File: src/rtl/ram_dump_ctrl.sv
`default_nettype none
// ============================================================================
// Module      : ram_dump_ctrl
// Description : Fill/dump controller around an inferred single-port RAM.
//               Streams dumped words MSB byte first to a byte UART.
//               Optional macro DUMP_CHECKSUM_EN appends an 8-bit sum byte.
// Revision    : 1.0 - initial release
// ============================================================================
module ram_dump_ctrl #(
    parameter int DATA_W = 8,
    parameter int ADDR_W = 8
) (
    input  logic              clk,
    input  logic              rst_n,
    input  logic              fill_start,
    input  logic [DATA_W-1:0] fill_seed,
    input  logic              dump_start,
    input  logic [ADDR_W-1:0] dump_addr,
    input  logic [ADDR_W-1:0] dump_len,
    input  logic              tx_done,
    output logic              send_en,
    output logic [7:0]        data_byte,
    output logic              busy,
    output logic              done
);
    localparam int DEPTH  = 1 << ADDR_W;
    localparam int NBYTES = DATA_W / 8;
    localparam int BI_W   = (NBYTES > 1) ? $clog2(NBYTES) : 1;
    localparam int CNT_W  = ADDR_W + 1;

    typedef enum logic [3:0] {
        IDLE      = 4'd0,
        FILL      = 4'd1,
        RD_REQ    = 4'd2,
        RD_WAIT   = 4'd3,
        SEND      = 4'd4,
        WAIT_TX   = 4'd5,
        NEXT      = 4'd6,
        FIN       = 4'd7
`ifdef DUMP_CHECKSUM_EN
        ,
        CSUM_SEND = 4'd8,
        CSUM_WAIT = 4'd9
`endif
    } state_t;

    state_t            state, state_nx;
    logic [ADDR_W-1:0] addr;
    logic [CNT_W-1:0]  cnt;
    logic [DATA_W-1:0] seed;
    logic [DATA_W-1:0] shreg;
    logic [DATA_W-1:0] rd_data;
    logic [DATA_W-1:0] wr_data;
    logic              wr_en;
    logic [BI_W-1:0]   byte_idx;
    logic [DATA_W-1:0] mem [DEPTH];
`ifdef DUMP_CHECKSUM_EN
    logic [7:0]        csum;
`endif

    assign wr_en   = (state == FILL);
    assign wr_data = seed + DATA_W'(addr);

    // Single shared address port; read data is valid one cycle after RD_REQ.
    always_ff @(posedge clk) begin
        if (wr_en) begin
            mem[addr] <= wr_data;
        end
        rd_data <= mem[addr];
    end

    always_ff @(posedge clk) begin
        if (!rst_n) begin
            state <= IDLE;
        end else begin
            state <= state_nx;
        end
    end

    always_comb begin
        state_nx  = state;
        send_en   = 1'b0;
        busy      = (state != IDLE);
        done      = 1'b0;
        data_byte = shreg[DATA_W-1 -: 8];
        case (state)
            IDLE: begin
                if (fill_start) begin
                    state_nx = FILL;
                end else if (dump_start) begin
                    state_nx = RD_REQ;
                end
            end
            FILL: begin
                if (&addr) begin
                    state_nx = FIN;
                end
            end
            RD_REQ:  state_nx = RD_WAIT;
            RD_WAIT: state_nx = SEND;
            SEND: begin
                send_en  = 1'b1;
                state_nx = WAIT_TX;
            end
            WAIT_TX: begin
                if (tx_done) begin
                    state_nx = (byte_idx != '0) ? SEND : NEXT;
                end
            end
            NEXT: begin
                if (cnt == CNT_W'(1)) begin
`ifdef DUMP_CHECKSUM_EN
                    state_nx = CSUM_SEND;
`else
                    state_nx = FIN;
`endif
                end else begin
                    state_nx = RD_REQ;
                end
            end
`ifdef DUMP_CHECKSUM_EN
            CSUM_SEND: begin
                send_en  = 1'b1;
                state_nx = CSUM_WAIT;
            end
            CSUM_WAIT: begin
                if (tx_done) begin
                    state_nx = FIN;
                end
            end
`endif
            FIN: begin
                done     = 1'b1;
                state_nx = IDLE;
            end
            default: state_nx = IDLE;
        endcase
    end

    always_ff @(posedge clk) begin
        if (!rst_n) begin
            addr     <= '0;
            cnt      <= '0;
            seed     <= '0;
            shreg    <= '0;
            byte_idx <= '0;
`ifdef DUMP_CHECKSUM_EN
            csum     <= '0;
`endif
        end else begin
            case (state)
                IDLE: begin
                    if (fill_start) begin
                        addr <= '0;
                        seed <= fill_seed;
                    end else if (dump_start) begin
                        addr <= dump_addr;
                        cnt  <= (dump_len == '0) ? CNT_W'(DEPTH) : {1'b0, dump_len};
`ifdef DUMP_CHECKSUM_EN
                        csum <= '0;
`endif
                    end
                end
                FILL: addr <= addr + 1'b1;
                RD_WAIT: begin
                    shreg    <= rd_data;
                    byte_idx <= BI_W'(NBYTES - 1);
                end
`ifdef DUMP_CHECKSUM_EN
                SEND: csum <= csum + shreg[DATA_W-1 -: 8];
`endif
                WAIT_TX: begin
                    if (tx_done && (byte_idx != '0)) begin
                        shreg    <= shreg << 8;
                        byte_idx <= byte_idx - 1'b1;
                    end
                end
                NEXT: begin
                    cnt  <= cnt - 1'b1;
                    addr <= addr + 1'b1;
`ifdef DUMP_CHECKSUM_EN
                    // Park the finished sum in the output byte lane.
                    if (cnt == CNT_W'(1)) begin
                        shreg <= DATA_W'(csum) << (DATA_W - 8);
                    end
`endif
                end
                default: ;
            endcase
        end
    end
endmodule
`default_nettype wire
File: config.mk
export PLATFORM = sky130hd
export DESIGN_NAME = ram_dump_ctrl
export DESIGN_NICKNAME = d
export VERILOG_FILES = /design/src/rtl/ram_dump_ctrl.sv
export SDC_FILE = /design/constraint.sdc
export NUM_CORES = 2
export LEC_CHECK = 0
export ABC_AREA = 1
export CORE_ASPECT_RATIO = 0.8
export CORE_MARGIN = 10
export CORE_UTILIZATION = 50
export DETAILED_ROUTE_END_ITERATION = 10
export GPL_TIMING_DRIVEN = 0
export PLACE_DENSITY = 0.65
export SKIP_LAST_GASP = 1
export SLEW_MARGIN = 20
export SYNTH_ARGS = -nofsm -noshare
export SYNTH_HDL_FRONTEND = slang
export SYNTH_SLANG_ARGS = --single-unit
File: constraint.sdc
create_clock -name clk -period 11.2 [get_ports clk]
set_input_delay 2.24 -clock clk [delete_from_list [all_inputs] [get_ports clk]]
set_output_delay 2.24 -clock clk [all_outputs]
set_load 0.02 [all_outputs]
== Word level (Yosys, flattened, before mapping) ==
Memories as Yosys holds them, arrays and structs flattened. A register that Yosys moved wholly into a read port is not among the register bits.
Cells that the tools add are included.
W data, S select, Z words.
Storage, ports and cells
  register bits after elaboration: 38
  memory bits (writable): 2048
  bits of input ports: 29
  output and inout port bits: 11
  logic and storage cells: 61
  memories: 1
Memories
  mem: words 256, bits a word 8, read ports 1, clocked after Yosys merged registers in 1, wr ports 1, line 56  | logic [DATA_W-1:0] mem [DEPTH];
Cells by class
  add/subtract/negate cells: 4
  eq/ne operators: 14
  muxes and demuxes: 22
  reductions and logical operators: 14
Operator list (count)
  $pmux W8 S2: 2
  $pmux W4 S7: 1
  $mux W9: 3
  $mux W8: 3
  $pmux W9 S2: 1
  $eq A4 B3 Y1 const B: 4
  $mux W4: 4
  $eq A9 B1 Y1 const B: 1
  $sub A9 B1 Y9 const B: 1
  $add A8 B1 Y8 const B: 1
  $add A8 B8 Y8: 1
  $eq A4 B2 Y1 const B: 2
  $logic_not A8 Y1: 1
  $ne A2 B2 Y1 const B: 4
  $reduce_and A8 Y1: 1
  $reduce_and A2 Y1: 3
  $reduce_and A3 Y1: 2
  $reduce_bool A2 Y1: 3
  $mux W1: 5
  $eq A4 B1 Y1 const B: 1
  $logic_not A4 Y1: 1
  $reduce_bool A4 Y1: 1
  $mux W3: 1
  $ne A3 B3 Y1 const B: 1
  other kinds (6): 6

== Logic depth before layout (Yosys ltp) ==
  depth after elaboration: 5
  mapped depth: 17
  depth with buffers taken out: 13

== Worst setup path before layout ==
Ideal clock, no wire load.
  path type: flip-flop to flip-flop
  from: register addr[1]
  to: memory mem[0][2], data pin
  setup time: 1.651 ns
  arrival time: 8.633 ns
  data required time: 9.549 ns
  setup slack: 0.916 ns
  stages on the path, launching flop included: 6
  path buffers: 2
  period minus slack after synthesis: 10.284 ns
  cell sequence: dfxtp_1 -> inv_2 -> clkbuf_1 -> clkbuf_1 -> fa_1 -> xnor2_1
On the way
  longest elaborated chain between the ends: 1
Ends and longest elaborated chain
  from (decl): line 48  | logic [ADDR_W-1:0] addr;
  from (signal assigned): line 157  | addr <= dump_addr;
  from (signal assigned): line 164  | FILL: addr <= addr + 1'b1;
  from (signal assigned): line 180  | addr <= addr + 1'b1;
  $add A8 B8 Y8: line 62  | assign wr_data = seed + DATA_W'(addr);
  named net wr_data[2]: line 53  | logic [DATA_W-1:0] wr_data;
  to (decl): line 56
The timed path passes the listed nets, and every way through them passes these cells.

== Worst setup path in the final report ==
  from: register addr[2]
  to: memory mem[103][0], enable pin
No word-level cell before the write port.

==> impl_metrics.yaml <==
power:
  p_leak_nw: 41.2
  cellPowerDensity_nw_per_um2: 262
  peakVddDrop_v: 0.000270
  total_power_w: 0.0266
  swShare_pct: 38.9
  clockPowerShare_pct: 24.8
  p_sw_w: 0.0103
  p_comb_share_pct: 37.1
  p_seq_share_pct: 38.1
  internal-power_w: 0.0163
floorplan:
  fp.dieW_um: 492
  row_count: 138
  fp.dieH_um: 398
  start_util_pct: 50.4
  die-area_sq_um: 196000
  core_area_sq_um: 177000
  ios: 40
placement:
  hpwl_mm: 206
  io_buffers: 39
  place_congestion: 0.984
cells_and_area:
  syn_to_final_growth_pct: 13.7
  layout_commonest_cell: "nand2_1"
  final_util_pct: 57.3
  fillers: 14738
  fin_nets: 9135
  layout-drive-gt1-share_pct: 6.66
  final_cell_mix: "nand2_1, edfxtp_1, nor2_1, inv_1, o21ai_0"
timing:
  worst_slew_pin_slew_ns: 1.32
  fmax_mhz: 182
  drv_slew: 0
  hold_viol_final: 0
  relSlewSlack_pct: 11.5
  setup-violations-final: 0
  rsz0062_at_grt: "false"
  finalClockSkew_ns: 0.0452
  setup-tns-final_ns: 0
  finalWorstPathRequiredPeriod_ns: 5.50
  final.period_utilization_pct: 49.1
  hold_ws_ns: 0.471
logic_synthesis:
  ys_seq_area_share_pct: 69.9
  async_reset_ff_share_pct: 0
  syn_inst: 8744
  yosysWarnings: 0
  netlist_area_sq_um: 89300
  synth_edf_count: 2048
  avgSynthCellArea_sq_um: 10.2
  ys_ff_latch: 2093
  syn-num-nets: 8787
  synth_ff_type: "edfxtp_1"
  synth_cell_types: 31
  yosys-top-cells-area: "edfxtp_1, nand2_1, nor2_1"
  synth_area_leader_cell: "edfxtp_1"
  yosysTopAreaCellShare_pct: 68.9
global_route:
  grt_antenna_before_repair: 13
  grt_remaining_overflow: 0
  grt_pass1_wl_mm: 408
  grt_pass1_vias: 59319
  track_usage_pct: 28.5
  grt_max_degree: 90
route:
  wl_mm: 286
  drc: 0
  vias: 64737
  initialDrtViolationCount: 10384
  antenna_left: 0
  avgRoutedWirePerCell_um: 24.6
  drt-pass1-iter-count: 6
  viasPerCell: 5.56
clock_network:
  clkLatencyLatePin_ns: 0.88
  cts_max_path_buffers: 3
  cts_made_buffers: 202
  clock-sinks: 2093
  cts_resized: 0
  cts_tree: "yes"
  cts_hold_buf: 0
  cts.clk_slew.worst_paths_ns: 0.06
  clockRootBuffer: "clkbuf_16"
  cts_setup_buffers: 0
  cts_max_level: 4
setup_path:
  critPathSlowestCell: "nand3_1"
  arrival_ns: 5.98
  critPathKind: "register to register"
  cp_max_fo: 10
  startpoint_type: "register"
  cpPeakStageDelay_ns: 1.02
  crit_top_cell: "buf_2"
  worstPathCellList: "clkbuf_1 > inv_1 > nor2_1 > buf_2 > buf_2 > nand3_1 > buf_2 > nor2_1"
  cp_data_required_time_ns: 11.67
  cp-end-kind: "register"
run_status:
  status: "complete, no violations"
flow_run:
  drv_cap: 0
min_path:
  holdCritPathClass: "register to register"
==> cells by family (layout without fill, tap and decap cells) <==
logic type / after synthesis / in the layout / synth area share [%]
DFF: 2093 / 2093 / 69.9
other: 0 / 10 / 0
buffers and inverters: 1254 / 1771 / 5.70
xor gates and xnor gates: 10 / 10 / 0.0981
AOI/OAI and AO/OA: 641 / 641 / 3.66
adders and majority gates: 14 / 14 / 0.205
and+or+nand+nor: 4732 / 4732 / 20.4
==> registers in the layout, summed over array words and instances, names as in the netlist <==
signal and flops:
addr 8, byte_idx 1, cnt 9, data_byte 8
mem 2048, rd_data 8, seed 8, state 3
==> Yosys cell counts, types with 24 or more instances <==
cell and number:
nand2_1 3401, nor2_1 950, buf_1 24, buf_2 169, buf_4 24, a21oi_1 24
o21ai_1 168, inv_1 799, edfxtp_1 2048, clkbuf_1 222, o21ai_0 426, nand3_1 371
dfxtp_1 45
==> per-stage QoR <==
stage               setup WS (ns)  std cells  instance area, sq um
finish                       5.70      11651                102000
global route                 5.89      11642                102000
CTS                          6.02      11641                102000
detailed placement           6.04      11268                 95200
global placement           -14.38      11163                 92600
floorplan                   0.916       8744                 89300
==> area by class of cell <==
cell class                      instances  area [sq um]  share of cell area (%)
Sequential cell                      2093         62400                    61.5
Inverter                              805          3030                    2.99
Clock buffer                          270          5470                    5.39
Timing Repair Buffer                  144          2830                    2.78
Multi-Input combinational cell       5397         21900                    21.6
Antenna cell                           10          25.0                  0.0246
Buffer                                449          2090                    2.06
Clock inverter                        103           793                   0.781
Tap cell                             2380          2980                    2.93
==> path summary, 6_finish.rpt <==
kind | cells past startpoint | slack [ns] | startpoint | to
worst max-delay path | 8 | 5.70 | addr[2] | mem[103][0]
worst min-delay path | 2 | 0.47 | rd_data[3] | data_byte[3]
worst max register to register | 8 | 5.70 | addr[2] | mem[103][0]
worst min register to register | 2 | 0.47 | rd_data[3] | data_byte[3]
==> critical path, delay by kind of cell (launching register included) <==
kind	cells	cell delay, ns
buffers and inverters	5	2.25
DFF	1	0.37
and+or+nand+nor	3	2.48
==> metal layers <==
layer / vias up / wire length (um) / global-route usage (%)
li1: 29157 / - / -
met1: 30980 / 116000 / 41.3
met2: 3973 / 117000 / 40.1
met3: 623 / 38900 / 8.10
met4: 4 / 13600 / 11.9
met5: - / 161 / 0.557
==> power by group through the flow <==
stage | clock, W | sequential, W | combinational [W]
CTS | 0.00660 | 0.0101 | 0.00955
finish | 0.00660 | 0.0101 | 0.00986
global placement | 0 | 0.0112 | 0.00791
global route | 0.00693 | 0.0101 | 0.0104
floorplan | 0 | 0.0109 | 0.00448
detailed placement | 0 | 0.0103 | 0.00951
Note: power is estimated with default switching activity, not from simulation.
